===== src/rtl/mdu_issue_ctrl_pkg.sv =====
// Shared MDU issue definitions: op and move-to codes, FSM states, default latencies.
package mdu_issue_ctrl_pkg;

  typedef enum logic [3:0] {
    OP_MULTU = 4'd0,
    OP_MULT  = 4'd1,
    OP_DIVU  = 4'd2,
    OP_DIV   = 4'd3,
    OP_MADDU = 4'd4,
    OP_MADD  = 4'd5,
    OP_MSUBU = 4'd6,
    OP_MSUB  = 4'd7
  } mdu_op_e;

  typedef enum logic [1:0] {
    MT_NONE = 2'b00,
    MT_LO   = 2'b01,
    MT_HI   = 2'b11
  } mt_e;

  typedef enum logic {
    ST_IDLE = 1'b0,
    ST_RUN  = 1'b1
  } state_e;

  localparam int DEF_MULT_LAT = 5;
  localparam int DEF_DIV_LAT  = 10;

  function automatic logic is_div(input logic [3:0] op);
    return (op == OP_DIVU) || (op == OP_DIV);
  endfunction

  function automatic logic is_mt(input logic [1:0] mt);
    return (mt == MT_LO) || (mt == MT_HI);
  endfunction

endpackage


===== src/rtl/mdu_issue_ctrl_lat_counter.sv =====
// Latency down-counter: clear beats load beats decrement; saturates at zero.
module mdu_issue_ctrl_lat_counter (
  input  logic       clk,
  input  logic       reset,
  input  logic       clear,
  input  logic       load,
  input  logic [3:0] load_val,
  input  logic       dec,
  output logic [3:0] cnt,
  output logic       is_zero,
  output logic       is_one
);

  always_ff @(posedge clk or posedge reset) begin
    if (reset) begin
      cnt <= 4'd0;
    end else if (clear) begin
      cnt <= 4'd0;
    end else if (load) begin
      cnt <= load_val;
    end else if (dec && !is_zero) begin
      cnt <= cnt - 4'd1;
    end
  end

  assign is_zero = (cnt == 4'd0);
  assign is_one  = (cnt == 4'd1);

endmodule


===== src/rtl/mdu_issue_ctrl.sv =====
// E-stage MDU issue controller: start pulses, latency tracking, stall and HI/LO commit pulse.
// Optional MDU_PERF_CNT_EN adds issued-op and stall-cycle counters (tied to 0 otherwise).
module mdu_issue_ctrl
  import mdu_issue_ctrl_pkg::*;
#(
  parameter int MULT_LAT = DEF_MULT_LAT,
  parameter int DIV_LAT  = DEF_DIV_LAT
) (
  input  logic        clk,
  input  logic        reset,
  input  logic        req_valid,
  input  logic [3:0]  req_op,
  input  logic [1:0]  req_mt,
  input  logic        req_mf,
  input  logic        flush,
  output logic        start,
  output logic [3:0]  start_op,
  output logic [1:0]  mt_en,
  output logic        busy,
  output logic        stall,
  output logic        done,
  output logic [3:0]  cnt,
  output logic [31:0] perf_ops,
  output logic [31:0] perf_stall
);

  state_e     state;
  logic       run;
  logic       op_req;
  logic       mt_req;
  logic       issue;
  logic       cnt_zero;
  logic       cnt_one;
  logic [3:0] lat_val;

  assign run    = (state == ST_RUN);
  assign op_req = req_valid && !req_op[3];
  assign mt_req = req_valid && is_mt(req_mt);

  // A read of HI/LO in the commit cycle takes one bubble so it sees the new value.
  assign stall = !reset &&
                 ((run && (op_req || mt_req || (req_valid && req_mf))) || (req_mf && done));

  assign issue    = !reset && !flush && !run && op_req && !stall;
  assign start    = issue;
  assign start_op = issue ? req_op : 4'd0;
  assign mt_en    = (!reset && !flush && !run && !op_req && mt_req && !stall) ? req_mt : 2'b00;

  assign lat_val = is_div(req_op) ? 4'(DIV_LAT) : 4'(MULT_LAT);

  mdu_issue_ctrl_lat_counter u_lat (
    .clk      (clk),
    .reset    (reset),
    .clear    (flush),
    .load     (issue),
    .load_val (lat_val),
    .dec      (run && !cnt_zero),
    .cnt      (cnt),
    .is_zero  (cnt_zero),
    .is_one   (cnt_one)
  );

  // Flush suppresses the commit even when it lands on the final count.
  always_ff @(posedge clk or posedge reset) begin
    if (reset) begin
      state <= ST_IDLE;
      busy  <= 1'b0;
      done  <= 1'b0;
    end else begin
      done <= 1'b0;
      if (flush) begin
        state <= ST_IDLE;
        busy  <= 1'b0;
      end else if (run) begin
        if (cnt_one) begin
          state <= ST_IDLE;
          busy  <= 1'b0;
          done  <= 1'b1;
        end
      end else if (issue) begin
        state <= ST_RUN;
        busy  <= 1'b1;
      end
    end
  end

`ifdef MDU_PERF_CNT_EN
  logic [31:0] ops_q;
  logic [31:0] stall_q;

  always_ff @(posedge clk or posedge reset) begin
    if (reset) begin
      ops_q   <= 32'd0;
      stall_q <= 32'd0;
    end else begin
      if (start) ops_q <= ops_q + 32'd1;
      if (stall) stall_q <= stall_q + 32'd1;
    end
  end

  assign perf_ops   = ops_q;
  assign perf_stall = stall_q;
`else
  assign perf_ops   = 32'd0;
  assign perf_stall = 32'd0;
`endif

endmodule


===== config.mk =====
export PLATFORM = sky130hd
export DESIGN_NAME = mdu_issue_ctrl
export DESIGN_NICKNAME = d
export VERILOG_FILES = /design/src/rtl/mdu_issue_ctrl_pkg.sv /design/src/rtl/mdu_issue_ctrl_lat_counter.sv /design/src/rtl/mdu_issue_ctrl.sv
export SDC_FILE = /design/constraint.sdc
export NUM_CORES = 1
export LEC_CHECK = 0
export BUFFER_PORTS_ARGS = -buffer_cell sky130_fd_sc_hd__clkbuf_2
export CORE_MARGIN = 10
export CORE_UTILIZATION = 35
export CTS_BUF_LIST = sky130_fd_sc_hd__clkbuf_16
export DETAILED_ROUTE_END_ITERATION = 10
export PLACE_DENSITY = 0.75
export SLEW_MARGIN = 10
export SYNTH_ARGS = -nofsm -noshare
export SYNTH_HDL_FRONTEND = slang
export SYNTH_SLANG_ARGS = --single-unit

===== constraint.sdc =====
create_clock -name clk -period 3.9 [get_ports clk]
set_input_delay 0.585 -clock clk [delete_from_list [all_inputs] [get_ports clk]]
set_output_delay 0.585 -clock clk [all_outputs]
set_load 0.05 [all_outputs]

; ---- Word level (Yosys, flattened, before mapping)
; Index checks and enable logic that the tools add are counted.
[word_totals]
ff_bits = 7
latchBits = 0
ram_bits = 0
mem_bits_ro = 0
inputBits = 11
word_cells = 59
memories = 0
[op_classes]
add_sub_neg = 1
mul = 0
n_div = 0
order_cmp = 0
eq_ne = 6
shifts = 0
muxes = 17
bitwise_logic = 0
reduce_logical = 31
[ops]
columns = cell, count
row1 = $mux 4, 5
row2 = $logic_and 1x1->1, 15
row3 = $mux 1, 11
row4 = $eq 4x2->1 const B, 2
row5 = $logic_not 1->1, 7
row6 = $reduce_bool 3->1, 2
row7 = $logic_or 1x1->1, 5
row8 = $eq 4x1->1 const B, 1
row9 = $logic_not 4->1, 1
row10 = $sub 4x1->4 const B, 1
row11 = $ne 3x2->1 const B, 1
row12 = $eq 2x1->1 const B, 1
row13 = $eq 2x2->1 const B, 1
row14 = $mux 2, 1
row15 = $reduce_and 2->1, 1

; ---- Logic depth before layout (Yosys ltp)
[depth]
word_depth = 13
depth_mapped = 5
mapped_depth_nobuf = 5

; ---- Cells and area by module
; From an unflattened synthesis, not the netlist that was laid out.
[unflattened]
hier_cells = 129
area_unflattened_um2 = 1067.3
[modules_own_cells]
columns = module, n_inst, cells_per_inst, area_per_inst_um2, seq_area_each_um2
row1 = mdu_issue_ctrl, 1, 96, 748.2, 75.1
row2 = mdu_issue_ctrl_lat_counter, 1, 33, 319.1, 100.1

; ---- Worst setup path before layout
; Ideal clock, no wire load.
[synth_path]
path_type = input to output
startpoint = in reset
endpoint = out mt_en[1]
t_arrival_ps = 2327
t_required_ps = 3315
setup_slack_ps = 988
cell_stages = 3
path_cell_list = or4b_1 nor3_2 and2_1
[synth_via]
elab_chain_len = 7
word_cells_on_any_way = 9
[synth_rtl]
columns = item, line_no
row1 = from (decl), mdu_issue_ctrl.sv:10  ; input logic reset,
row2 = $logic_not 1->1 (no source line) *, n/a
row3 = $logic_and 1x1->1 (4 in a row), mdu_issue_ctrl.sv:47  ; assign mt_en = (!reset && !flush && !run && !op_req && mt_req && !stall) ? req_mt : 2'b00;
row4 = $logic_and 1x1->1 *, mdu_issue_ctrl.sv:47
row5 = $mux 2 *, mdu_issue_ctrl.sv:47
row6 = to (decl), mdu_issue_ctrl.sv:18  ; output logic [1:0] mt_en,
; Mark *: on every way between the ends. The rest lies on a longest branch, timed or not.

; ---- Final worst setup path
[layout_path]
startpoint = reg state (netlist: run)
endpoint = out mt_en[1]
[layout_via]
elab_chain_len = 6
word_cells_on_any_way = 10
[layout_rtl]
columns = item, line_no
row1 = from (decl), mdu_issue_ctrl.sv:27  ; state_e state;
row2 = from (signal assigned), mdu_issue_ctrl.sv:66  ; state <= ST_IDLE;
row3 = from (signal assigned), mdu_issue_ctrl.sv:72  ; state <= ST_IDLE;
row4 = from (signal assigned), mdu_issue_ctrl.sv:76  ; state <= ST_IDLE;
row5 = $logic_not 1->1 / $logic_and 1x1->1 (equally long branches), "mdu_issue_ctrl.sv:47, mdu_issue_ctrl.sv:42"
row6 = $logic_and 1x1->1 / $logic_or 1x1->1 (equally long branches), "mdu_issue_ctrl.sv:47, mdu_issue_ctrl.sv:42"
row7 = $logic_and 1x1->1 (on tied branches), "mdu_issue_ctrl.sv:47, mdu_issue_ctrl.sv:41"
row8 = $logic_and 1x1->1 / $logic_not 1->1 (equally long branches), mdu_issue_ctrl.sv:47
row9 = $logic_and 1x1->1 *, mdu_issue_ctrl.sv:47
row10 = $mux 2 *, mdu_issue_ctrl.sv:47
; Marks and branches as above.

==> summary.md <==
| Metric | Value |
|---|---|
| CTS resizes | `0` |
| Number of synthesized flops with an enable pin | `0` |
| DRC viols | `0` |
| Critical path type | `reg2out` |
| R2R setup slack | `2090 ps` |
| Post-route ant nets | `0` |
| RSZ-0062 raised after global routing | `false` |
| Status | `completed` |
| Slew Limit Fails | `0` |
| DR iter-0 viols | `a little under 50` |
| P_sw | `231.1 µW` |
| Nets | `164` |
| Ys flop type | `dfrtp_1` |
| Crit start category | `register` |
| Maximum vdd ir drop | `0.2472 mV` |
| Die area | `5468 µm²` |
| DR WL/cell | `13.02 µm` |
| Global router's overall resource usage | `0.07790` |
| Num CTS Buffers | `3` |
| Largest area contributor in the netlist | `buf_4` |
| Mapped Area | `just over 1000 µm²` |
| Max Cap Viol | `0` |
| Area share of the leading cell type in the synthesized netlist | `0.4791` |
| Max frequency | `398.4 MHz` |
| Sequential share of power | `0.183` |
| CTS clk-pin slew, worst paths | `40 ps` |
| Critical Path RT | `3310 ps` |
| Clk buf depth | `2` |
| Worst reg2reg path depth | `5` |
| Crit path capture type | `output pin` |
| Cell Rows | `19` |
| Cts hold-fix bufs | `0` |
| Internal | `235.9 µW` |
| Syn avg cell area | `8.214 µm²` |
| Worst Hold Class | `in2async` |
| Post-Route Setup TNS | `0 ps` |
| Ant diodes | `0` |
| First-pass GRT wire length | `3.353 mm` |
| Register bit total from synthesis | `7` |
| Post-CTS Setup Inserts | `0` |
| Clock Skew | `between 2 and 2.5 ps` |
| Die X | `73.95 µm` |
| Clk network pwr share | `0.375` |
| # H-tree levels | `1` |
| Initial Util | `0.3662` |
| CP Max Fanout | `12` |
| Top Ports | `around 90` |
| Share of cells above drive strength 1 | `0.2081` |
| FFs w/ async S/R, synth | `1.000` |
| DR pass1 iterations | `4` |
| TritonCTS clock tree | `yes` |
| Vias | `just under 700` |
| Die Span Y | `73.95 µm` |
| Hpwl dp | `2.031 mm` |
| Seq/Total Area, Yosys | `0.1720` |
| Worst Path Arrival | `1930 ps` |
| Root buf cell | `clkbuf_16` |
| Hold Vio Cnt, Final | `0` |
| Post-synth top cells | `65 x buf_4, 7 x dfrtp_1, 6 x inv_1, 6 x nand2_1, 5 x and2_1` |
| Congestion Overflow GR | `0` |
| Vias per cell | `3.861` |
| R2r startpoint | `u_lat.cnt[0]$_DFFE_PP0P_` |
| DP Area | `919.6 µm²` |
| Post-synthesis cell type count | `28` |
| CTS Sinks | `7` |
| Final wirelength | `2.344 mm` |
| Vias in the first global route | `714` |
| Area growth from synthesis to layout | `-1.966%` |
| Top-count cell post-synth | `buf_4` |
| Fin area | `998.5 µm²` |
| Worst Setup SP | `run$_DFF_PP0_` |
| Sw Share | `0.4948` |
| Core ar. | `between 2000 and 3000 µm²` |
| Pin count of the biggest net entering global routing | `13` |
| Tmin final | `2510 ps` |
| Hold WS | `314.6 ps` |
| Total number of yosys warnings | `0` |
| Setup violators final | `0` |
| Largest cells by area after synthesis | `buf_4 48%, dfrtp_1 17%, ha_1 3.7%` |
| Post-Synthesis Cells | `124` |
| Initial antenna violation count | `0` |
| Port bufs | `23` |
| Clk Latency, worst-skew pair | `230 ps` |
| Power density cells | `roughly 470 nW/µm²` |
| RePlAce Congestion | `0.7532` |
| Crit share post-route | `0.6436` |
| Gate power share | `0.442` |
| Leak Pwr | `0.0005767 µW` |
-- layout by cell type (no fill, tap or decap), drive strengths merged --
cell    count
nand3       3
a211o       1
a21o        1
nor2b       3
a21oi       1
conb       65
and2        5
clkbuf     26
nor4bb      1
nor2        3
nand4       1
a211oi      1
nor3        1
a31o        2
o31ai       2
nand2       6
inv         8
or3b        1
nor4b       2
o311ai      1
and4        1
mux2i       1
a311oi      2
or4b        1
dfrtp       7
ha          3
-- cell families (layout without fill, tap and decap cells) --
kind of cell             after synthesis  after routing  synth area share
multiplexers                           1              1          0.009828
AND/OR/NAND/NOR                       28             28            0.1818
other                                  1             65          0.003682
buffers and inverters                 73             34            0.5098
adder cells (fa/ha/maj)                3              3           0.03686
AO/OA/AOI/OAI                         11             11           0.08600
flip-flops                             7              7            0.1720
-- power by group through the flow --
stage                     clock (µW)  combinational [µW]  sequential, µW
after floorplan                    0                 223            97.4
after global placement             0                 202            86.2
after detailed placement           0                 204            86.5
after CTS                        177                 204            85.6
after global routing             182                 218            86.4
final                            175                 207            85.3
-- metrics by stage --
stage	std cells	util	power [µW]	worst slack, ps
after floorplan	188	-	320.7	988.4
after global routing	180	0.3590	486.1	1236
after global placement	176	0.3306	288.4	1505
final	180	0.3590	467.0	1390
after detailed placement	176	0.3306	290.1	1467
after CTS	180	0.3590	466.6	1369
-- registers in the layout, indices dropped and copies added (netlist names) --
signal	count
u_lat.cnt	4
busy	1
done	1
run	1
-- worst max-delay path, stage by stage, from the launching register on --
cell and delay, ps:
dfrtp_1 510, or4b_1 590, nor3_2 190, and2_1 140
clkbuf_2 270
-- layer usage --
metal	track usage	part of all wire
met2	0.1250	0.48
met5	0	0
met3	0.05718	0.19
met4	0.04348	0.017
met1	0.07094	0.32
-- area by class of cell --
cell class	instances	area (µm²)
repair buffers	23	115.1
fillers	303	1783
well taps	31	38.79
multi-input cells	108	564.3
flip-flops and latches	7	175.2
clock inverters	1	3.754
clock buffers	3	75.07
inverters	7	26.28
-- worst paths after layout --
| kind | end |
|---|---|
| worst max-delay path | mt_en[1] |
| worst min-delay path | u_lat.cnt[0]$_DFFE_PP0P_ |
| worst max register to register | u_lat.cnt[0]$_DFFE_PP0P_ |
| worst min register to register | busy$_DFFE_PP0P_ |
| max in group asynchronous | done$_DFF_PP0_ |
| min in group clk | busy$_DFFE_PP0P_ |
No activity file was read; power rests on OpenSTA's default activity.
